[src/rtl/heartbeat_monitor.sv]
// rtl/heartbeat_monitor.sv - heartbeat receiver: interval measurement, lock tracking and fault reporting
module heartbeat_monitor #(
    parameter int CLK_DIV    = 50000000,
    parameter int TOL        = 5000000,
    parameter int LOCK_EDGES = 4,
    parameter int CNT_W      = 32
) (
    input  logic             clk,
    input  logic             rst,
    input  logic             beat_in,
    input  logic             clr_err,
    output logic             alive,
    output logic             beat_edge,
    output logic [CNT_W-1:0] period_out,
    output logic             period_valid,
    output logic             err_fast,
    output logic             err_slow,
    output logic [15:0]      err_count
);

    // Acceptance window for one interval, both ends inclusive.
    localparam logic [CNT_W-1:0] LO = CNT_W'(CLK_DIV - TOL);
    localparam logic [CNT_W-1:0] HI = CNT_W'(CLK_DIV + TOL);

    // The good-interval counter only has to reach LOCK_EDGES-1 before locking.
    localparam int               GOOD_W    = $clog2(LOCK_EDGES + 1);
    localparam logic [GOOD_W-1:0] GOOD_LAST = GOOD_W'(LOCK_EDGES - 1);

    localparam logic [1:0] ST_LOST    = 2'd0;
    localparam logic [1:0] ST_ACQUIRE = 2'd1;
    localparam logic [1:0] ST_LOCKED  = 2'd2;

    logic              s1;
    logic              s2;
    logic              s3;
    logic              toggle;
    logic [CNT_W-1:0]  cnt;
    logic              cnt_max;
    logic [CNT_W-1:0]  interval;
    logic              at_timeout;
    logic              too_fast;
    logic              too_slow;

    logic [1:0]        state;
    logic [1:0]        state_nxt;
    logic [GOOD_W-1:0] good;
    logic [GOOD_W-1:0] good_nxt;
    logic              pv_nxt;
    logic              fast_nxt;
    logic              slow_nxt;
    logic              fault;

    // Two-flop synchronizer plus one delay flop for toggle detection.
    always_ff @(posedge clk or posedge rst) begin
        if (rst) begin
            s1 <= 1'b0;
            s2 <= 1'b0;
            s3 <= 1'b0;
        end else begin
            s1 <= beat_in;
            s2 <= s1;
            s3 <= s2;
        end
    end

    // Either polarity of the heartbeat counts as a beat.
    assign toggle = s2 ^ s3;

    // The interval includes the edge cycle itself, so it is cnt+1; held at
    // all-ones once the counter has saturated.
    assign cnt_max    = &cnt;
    assign interval   = cnt_max ? cnt : cnt + CNT_W'(1);
    assign at_timeout = !toggle && (cnt == HI);
    assign too_fast   = interval < LO;
    assign too_slow   = interval > HI;

    // Free-running interval counter, restarted by every detected toggle.
    always_ff @(posedge clk or posedge rst) begin
        if (rst) begin
            cnt <= '0;
        end else if (toggle) begin
            cnt <= '0;
        end else if (!cnt_max) begin
            cnt <= cnt + CNT_W'(1);
        end
    end

    // Lock state machine; an edge always takes precedence over a timeout.
    always_comb begin
        state_nxt = state;
        good_nxt  = good;
        pv_nxt    = 1'b0;
        fast_nxt  = 1'b0;
        slow_nxt  = 1'b0;
        fault     = 1'b0;
        case (state)
            ST_LOST: begin
                // No reference edge yet, so nothing can be measured here.
                if (toggle) begin
                    state_nxt = ST_ACQUIRE;
                    good_nxt  = '0;
                end
            end
            ST_ACQUIRE: begin
                if (toggle) begin
                    pv_nxt = 1'b1;
                    if (too_fast) begin
                        fast_nxt = 1'b1;
                        good_nxt = '0;
                    end else if (too_slow) begin
                        slow_nxt = 1'b1;
                        good_nxt = '0;
                    end else if (good == GOOD_LAST) begin
                        state_nxt = ST_LOCKED;
                        good_nxt  = '0;
                    end else begin
                        good_nxt = good + 1'b1;
                    end
                end else if (at_timeout) begin
                    // Losing a source that never locked is not a reportable fault.
                    state_nxt = ST_LOST;
                end
            end
            ST_LOCKED: begin
                if (toggle) begin
                    pv_nxt = 1'b1;
                    if (too_fast) begin
                        fast_nxt  = 1'b1;
                        fault     = 1'b1;
                        state_nxt = ST_ACQUIRE;
                        good_nxt  = '0;
                    end else if (too_slow) begin
                        slow_nxt  = 1'b1;
                        fault     = 1'b1;
                        state_nxt = ST_ACQUIRE;
                        good_nxt  = '0;
                    end
                end else if (at_timeout) begin
                    slow_nxt  = 1'b1;
                    fault     = 1'b1;
                    state_nxt = ST_LOST;
                end
            end
            default: begin
                state_nxt = ST_LOST;
                good_nxt  = '0;
            end
        endcase
    end

    // State and good-interval counter registers.
    always_ff @(posedge clk or posedge rst) begin
        if (rst) begin
            state <= ST_LOST;
            good  <= '0;
        end else begin
            state <= state_nxt;
            good  <= good_nxt;
        end
    end

    // Registered status pulses; alive tracks the next state so it moves with the pulses.
    always_ff @(posedge clk or posedge rst) begin
        if (rst) begin
            alive        <= 1'b0;
            beat_edge    <= 1'b0;
            period_valid <= 1'b0;
            err_fast     <= 1'b0;
            err_slow     <= 1'b0;
        end else begin
            alive        <= (state_nxt == ST_LOCKED);
            beat_edge    <= toggle;
            period_valid <= pv_nxt;
            err_fast     <= fast_nxt;
            err_slow     <= slow_nxt;
        end
    end

    // Last measured interval, held between beats.
    always_ff @(posedge clk or posedge rst) begin
        if (rst) begin
            period_out <= '0;
        end else if (pv_nxt) begin
            period_out <= interval;
        end
    end

    // Saturating fault counter; a clear wins over a same-cycle fault.
    always_ff @(posedge clk or posedge rst) begin
        if (rst) begin
            err_count <= 16'h0000;
        end else if (clr_err) begin
            err_count <= 16'h0000;
        end else if (fault && (err_count != 16'hFFFF)) begin
            err_count <= err_count + 16'h0001;
        end
    end

endmodule

[config.mk]
export PLATFORM = sky130hd
export DESIGN_NAME = heartbeat_monitor
export DESIGN_NICKNAME = d
export VERILOG_FILES = /design/src/rtl/heartbeat_monitor.sv
export SDC_FILE = /design/constraint.sdc
export NUM_CORES = 1
export LEC_CHECK = 0
export ABC_AREA = 1
export BUFFER_PORTS_ARGS = -buffer_cell sky130_fd_sc_hd__buf_4
export CELL_PAD_IN_SITES_DETAIL_PLACEMENT = 0
export CELL_PAD_IN_SITES_GLOBAL_PLACEMENT = 1
export CORE_ASPECT_RATIO = 1.5
export CORE_MARGIN = 8
export CORE_UTILIZATION = 35
export CTS_BUF_LIST = sky130_fd_sc_hd__clkbuf_2 sky130_fd_sc_hd__clkbuf_4 sky130_fd_sc_hd__clkbuf_8
export DETAILED_ROUTE_END_ITERATION = 10
export HOLD_SLACK_MARGIN = 0.08
export PLACE_DENSITY_LB_ADDON = 0.1
export SYNTH_ARGS = -nofsm -noshare
export SYNTH_HDL_FRONTEND = slang
export SYNTH_SLANG_ARGS = --single-unit
[constraint.sdc]
create_clock -name clk -period 2.6 [get_ports clk]
set_input_delay 0.13 -clock clk [delete_from_list [all_inputs] [get_ports clk]]
set_output_delay 0.13 -clock clk [all_outputs]
set_load 0.005 [all_outputs]
Word level (Yosys, flattened, before mapping)
Cells that the tools add are included.
{"block": "totals", "inputBits": 4, "out_inout_bits": 53, "reg_bits": 93}
{"block": "classes", "reduce_logical": 8, "eq_ne": 10, "n_addsub": 3, "n_bitwise": 1, "mux": 37, "n_lt_le_gt_ge": 2}
{"cell": "32-bit 2-to-1 mux", "count": 2}
{"cell": "32-bit by 1-bit adder with 32-bit output (second input constant)", "count": 1}
{"cell": "32-bit by 26-bit == test with 1-bit output (second input constant)", "count": 1}
{"cell": "32-bit by 26-bit > comparator with 1-bit output (second input constant)", "count": 1}
{"cell": "32-bit by 26-bit less-than comparator with 1-bit output (second input constant)", "count": 1}
{"cell": "16-bit 2-to-1 mux", "count": 2}
{"cell": "32-bit AND reduction", "count": 1}
{"cell": "3-bit 2-to-1 mux", "count": 8}
{"cell": "2-bit 2-to-1 mux", "count": 9}
{"cell": "16-bit by 1-bit adder with 16-bit output (second input constant)", "count": 1}
{"cell": "16-bit inequality test (second input constant)", "count": 1}
{"cell": "1-bit 2-to-1 mux", "count": 13}
{"cell": "3-bit one-hot mux with 3 select lines", "count": 1}
{"cell": "2-bit inequality test (second input constant)", "count": 3}
{"cell": "2-bit one-hot mux with 3 select lines", "count": 1}
{"cell": "2-bit == test (second input constant)", "count": 2}
{"cell": "4-bit AND reduction", "count": 1}
{"cell": "3-bit by 1-bit adder with 3-bit output (second input constant)", "count": 1}
{"cell": "3-bit by 2-bit == test with 1-bit output (second input constant)", "count": 1}
{"cell": "3-bit inequality test (second input constant)", "count": 1}
{"cell": "2-bit by 1-bit == test with 1-bit output (second input constant)", "count": 1}
{"cell": "1-bit logical AND", "count": 2}
{"cell": "2-bit logical NOT", "count": 1}
{"cell": "1-bit one-hot mux with 2 select lines", "count": 1}
{"cell": "4 further kinds", "count": 4}

Longest topological paths before layout
{"block": "depth", "ltp_word": 10, "mapped_depth": 23, "ltp_nobuf": 22}

Worst setup path after synthesis
OpenSTA, ideal clock, no wires.
{"block": "synth_path", "kind": "reg-to-reg", "from": "reg cnt[0]", "to": "reg err_count[1]", "arrival_time_ns": 2.583, "stages_incl_launch_ff": 23, "n_path_buf": 1, "path_slack_ns": -0.105, "synth_period_minus_slack_ns": 2.705, "cell_sequence": "dfrtp_1 ha_1 nand3_4 inv_2 nand2_4 nor2_8 nand2_4 inv_1 a21oi_1 nand2_1 nor2_1 nand2_1 nor2_1 nand2_1 nand3_2 nand2_2 nand2_2 nand2_2 nand2_2 nand2_4 buf_6 nand3_1 o21ai_1"}
{"block": "synth_between", "elab_chain_cells": 9}
{"item": "start, declared", "line": "37", "rtl": "logic [CNT_W-1:0] cnt;"}
{"item": "start signal, assigned", "line": "84", "rtl": "cnt <= cnt + CNT_W'(1);"}
{"item": "32-bit by 1-bit adder with 32-bit output / 32-bit AND reduction (equally long branches)", "line": "72, 71"}
{"item": "32-bit 2-to-1 mux"}
{"item": "32-bit by 26-bit > comparator with 1-bit output", "line": "75", "rtl": "assign too_slow = interval > HI;"}
{"item": "1-bit 2-to-1 mux", "line": "132", "rtl": "end else if (too_slow) begin"}
{"item": "1-bit 2-to-1 mux", "line": "127", "rtl": "if (too_fast) begin"}
{"item": "1-bit 2-to-1 mux *", "line": "125", "rtl": "if (toggle) begin"}
{"item": "1-bit 2-to-1 mux *", "line": "96", "rtl": "case (state)"}
{"item": "1-bit logical AND *", "line": "194", "rtl": "end else if (fault && (err_count != 16'hFFFF)) begin"}
{"item": "2-bit nonzero test (no source line) *"}
{"item": "end signal, assigned", "line": "195", "rtl": "err_count <= err_count + 16'h0001;"}
{"item": "end, declared", "line": "18", "rtl": "output logic [15:0] err_count"}
Every way passes the cells marked *; elsewhere a longest branch is shown, timed or not.
A chain may end at the register's enable or synchronous reset.

Worst setup path in the final report
{"block": "layout_path", "from": "reg cnt[12]", "to": "reg err_count[12]"}
The elaborated chain is that of the path after synthesis.

==> impl_metrics.py <==
metrics = {
    "final_layout": {
        "nNetsFinal": 995,
        "fillers": 1523,
        "multi_input_area_mm2": 0.00319,
        "mostFrequentLayoutCells": "nand2_1, buf_4, dfrtp_1",
        "finalNonFillerCells": 1191,
        "ff_latch_area_mm2": 0.00233,
        "post-route-util": 0.518,
        "diodes": 0,
        "layout_commonest_cell": "nand2_1",
        "syn_to_final_growth_pct": 46.7,
        "drive_gt1_frac": 0.368,
    },
    "synth": {
        "avgSynthCellArea_um2": 7.11,
        "synth_top_area_cell": "dfrtp_1",
        "synth_area_mm2": 0.00547,
        "synth-edff-count": 0,
        "synth-seq-area-share": 0.426,
        "ys.flop_type": "dfrtp_1",
        "synthArstFlopShare": 1.00,
        "synth_area_leaders": "dfrtp_1, nand2_1, nor2_1",
        "synth_top_area_frac": 0.426,
        "syn_nets": 781,
        "synth_cells": 769,
        "yosysWarningCount": 0,
        "synth.ff_latch_count": 93,
        "synth_cell_types": 35,
    },
    "timing": {
        "slew_viol_final": 0,
        "post-route-period-util": 1.07,
        "layout_min_cycle_time_ps": 2790,
        "clock_skew_ps": 15.7,
        "holdWs_ps": 102,
        "max_freq_mhz": 358,
        "tightest_slew_ps": 957,
        "rsz0062_at_grt": "true",
        "relSlewSlack": 0.358,
        "setup_viol": 22,
        "fin_ws_ps": -194,
        "final-hold-violation-count": 0,
    },
    "clock_network": {
        "h-tree-depth": 3,
        "clk_pin_slew_worst_paths_ps": 90,
        "cts_tree": "yes",
        "insertion_delay_ps": 390,
        "cts_root_buf": "clkbuf_8",
        "cts_buffer_depth": 2,
        "clock-sinks": 93,
        "cts_made_buffers": 9,
    },
    "setup_path": {
        "cpMostUsedCell": "nand2_1",
        "critPathMaxStageDelay_ps": 430,
        "worstPathCellList": "buf_4 -> nand2_1 -> nor2_1 -> nand2_1 -> nor2_2 -> nand2_1 -> nand2_1 -> nand3_1 -> nor2_4 -> nand2_2 -> nor2_4 -> nand3_1 -> nand3_2 -> nand2_4 -> nand2_4 -> nand2_4 -> nand2_4 -> nand2_8 -> buf_6 -> nand3_1 -> nand2_1",
        "crit_fanout": 6,
        "r2r_end": "err_count[12]$_DFFE_PP0P_",
        "arrival_ps": 3060,
        "crit_path_top_delay_cell": "dfrtp_1",
        "r2r_cells": 21,
        "r2r_start": "cnt[12]$_DFF_PP0_",
        "end_kind": "register",
        "cp.required_ps": 2870,
        "critical_path_class": "reg -> reg",
        "r2r_slack_ps": -190,
        "startpoint_type": "register",
    },
    "floorplan": {
        "core-area_mm2": 0.0155,
        "row_count": 56,
        "fp.dieW_um": 118,
        "io_pins": 57,
        "initial_core_util": 0.353,
        "dieArea_mm2": 0.0200,
        "die_h_um": 169,
    },
    "outcome": {
        "violations": "negative setup slack",
        "outcome": "complete, but fails checks",
    },
    "placed_design": {
        "dp_cells": 1149,
        "place_ws_ps": -396,
        "numPortBuffers": 56,
        "gp_congestion": 0.945,
        "place_hpwl_um": 14500,
    },
    "job": {
        "maxCapViolCount": 0,
    },
    "global_route": {
        "antenna_found_initial": 0,
        "grt_overflow": 0,
        "grt_max_degree": 56,
        "grt_pass1_vias": 5886,
        "grt_usage": 0.196,
        "grt_pass1_wl_um": 30800,
    },
    "routing": {
        "drc_errors": 0,
        "ant_nets": 0,
        "drtIter0Drc": 327,
        "drt_wl_total_um": 18800,
        "avgRoutedWirePerCell_um": 15.8,
        "vias": 5669,
        "viasPerCell": 4.76,
        "firstDrtPassIters": 7,
    },
    "hold_path": {
        "worstHoldStart": "clr_err",
        "min_path_cells": 4,
        "hold_class": "in -> reg",
        "worstHoldEndpoint": "err_count[4]$_DFFE_PP0P_",
    },
    "pwr": {
        "p_per_area_mw_per_mm2": 379,
        "p_leak_nw": 4.06,
        "irDropWorstVdd_mv": 0.250,
    },
}
==> final cells by class <==
| class | instances | share of cell area |
|---|---|---|
| multi-input cells | 574 | 0.398 |
| well taps | 203 | 0.0317 |
| inverters | 85 | 0.0409 |
| clock buffers | 11 | 0.0181 |
| clock inverters | 5 | 0.00546 |
| repair buffers | 220 | 0.215 |
| flip-flops and latches | 93 | 0.290 |
==> synthesized netlist by cell type (5+ instances only) <==
cell type,instances
dfrtp_1,93
o21ai_1,5
nand2_2,9
nand3_2,7
xnor2_1,6
o21ai_0,37
nand3b_1,5
nand4_1,10
nor2_1,108
xor2_1,16
ha_1,8
nand3_1,56
nor2_2,11
nand2_1,264
inv_1,81
nor3_1,8
clkbuf_1,12
==> stage by stage <==
stage	TNS [ps]	instance area, um^2	total power, mW
2_1_floorplan	0	5480	1.87
3_3_place_gp	-6990	7130	2.07
3_5_place_dp	-7150	7130	2.08
4_1_cts	-3410	7710	3.07
5_1_grt	-7640	8020	3.20
6_report	-3410	8020	3.04
==> logic make-up after synthesis <==
group / synth area share
flops: 0.426
xor+xnor: 0.0352
simple gates: 0.392
buf+inv: 0.0778
fa+ha+maj: 0.0183
compound gates: 0.0510
==> worst max-delay path by stage <==
stage                                           end  slack [ps]               from
final                     err_count[12]$_DFFE_PP0P_        -190  cnt[12]$_DFF_PP0_
after global routing       err_count[0]$_DFFE_PP0P_        -390  cnt[23]$_DFF_PP0_
after CTS                 err_count[15]$_DFFE_PP0P_        -200  cnt[16]$_DFF_PP0_
after detailed placement   err_count[1]$_DFFE_PP0P_        -400  cnt[16]$_DFF_PP0_
after global placement     err_count[1]$_DFFE_PP0P_        -370  cnt[16]$_DFF_PP0_
after floorplan            err_count[2]$_DFFE_PP0P_           9   cnt[0]$_DFF_PP0_
==> critical path: cells and delay by family, from the launching register on <==
family | cells | cell delay [ps]
buf+inv | 2 | 300
flops | 1 | 430
simple gates | 19 | 1930
==> sequential cells by signal, indices dropped and copies added, names as in the netlist <==
| signal | cells |
|---|---|
| alive | 1 |
| state | 2 |
| s2 | 1 |
| period_valid | 1 |
| beat_edge | 1 |
| err_fast | 1 |
| good | 3 |
| err_slow | 1 |
| s3 | 1 |
| cnt | 32 |
| period_out | 32 |
| s1 | 1 |
| err_count | 16 |
==> power by group <==
| group | switching, mW | internal [mW] | leakage (nW) |
|---|---|---|---|
| combinational | 0.355 | 0.192 | 2.70 |
| clock | 0.548 | 0.394 | 0.0911 |
| sequential | 0.0484 | 1.50 | 1.27 |
| total | 0.951 | 2.09 | 4.06 |
==> metal layers <==
layer | global-route usage | wire, um | vias to the layer above
li1 | - | - | 2826
met1 | 0.209 | 7360 | 2671
met2 | 0.352 | 9730 | 116
met3 | 0.0257 | 487 | 56
met4 | 0.138 | 1190 | 0
met5 | 0 | 0 | -
==> what timing repair did <==
| action | in CTS | in global routing |
|---|---|---|
| hold buffers | 5 | 0 |
| endpoints found under the setup margin | 23 | 23 |
| cloned | 4 | 0 |
| endpoints found under the hold margin | 53 | 0 |
| pin swaps | 15 | 25 |
| resized for setup | 54 | 78 |
| setup buffers | 11 | 6 |
Note: power is estimated with default switching activity, not from simulation.
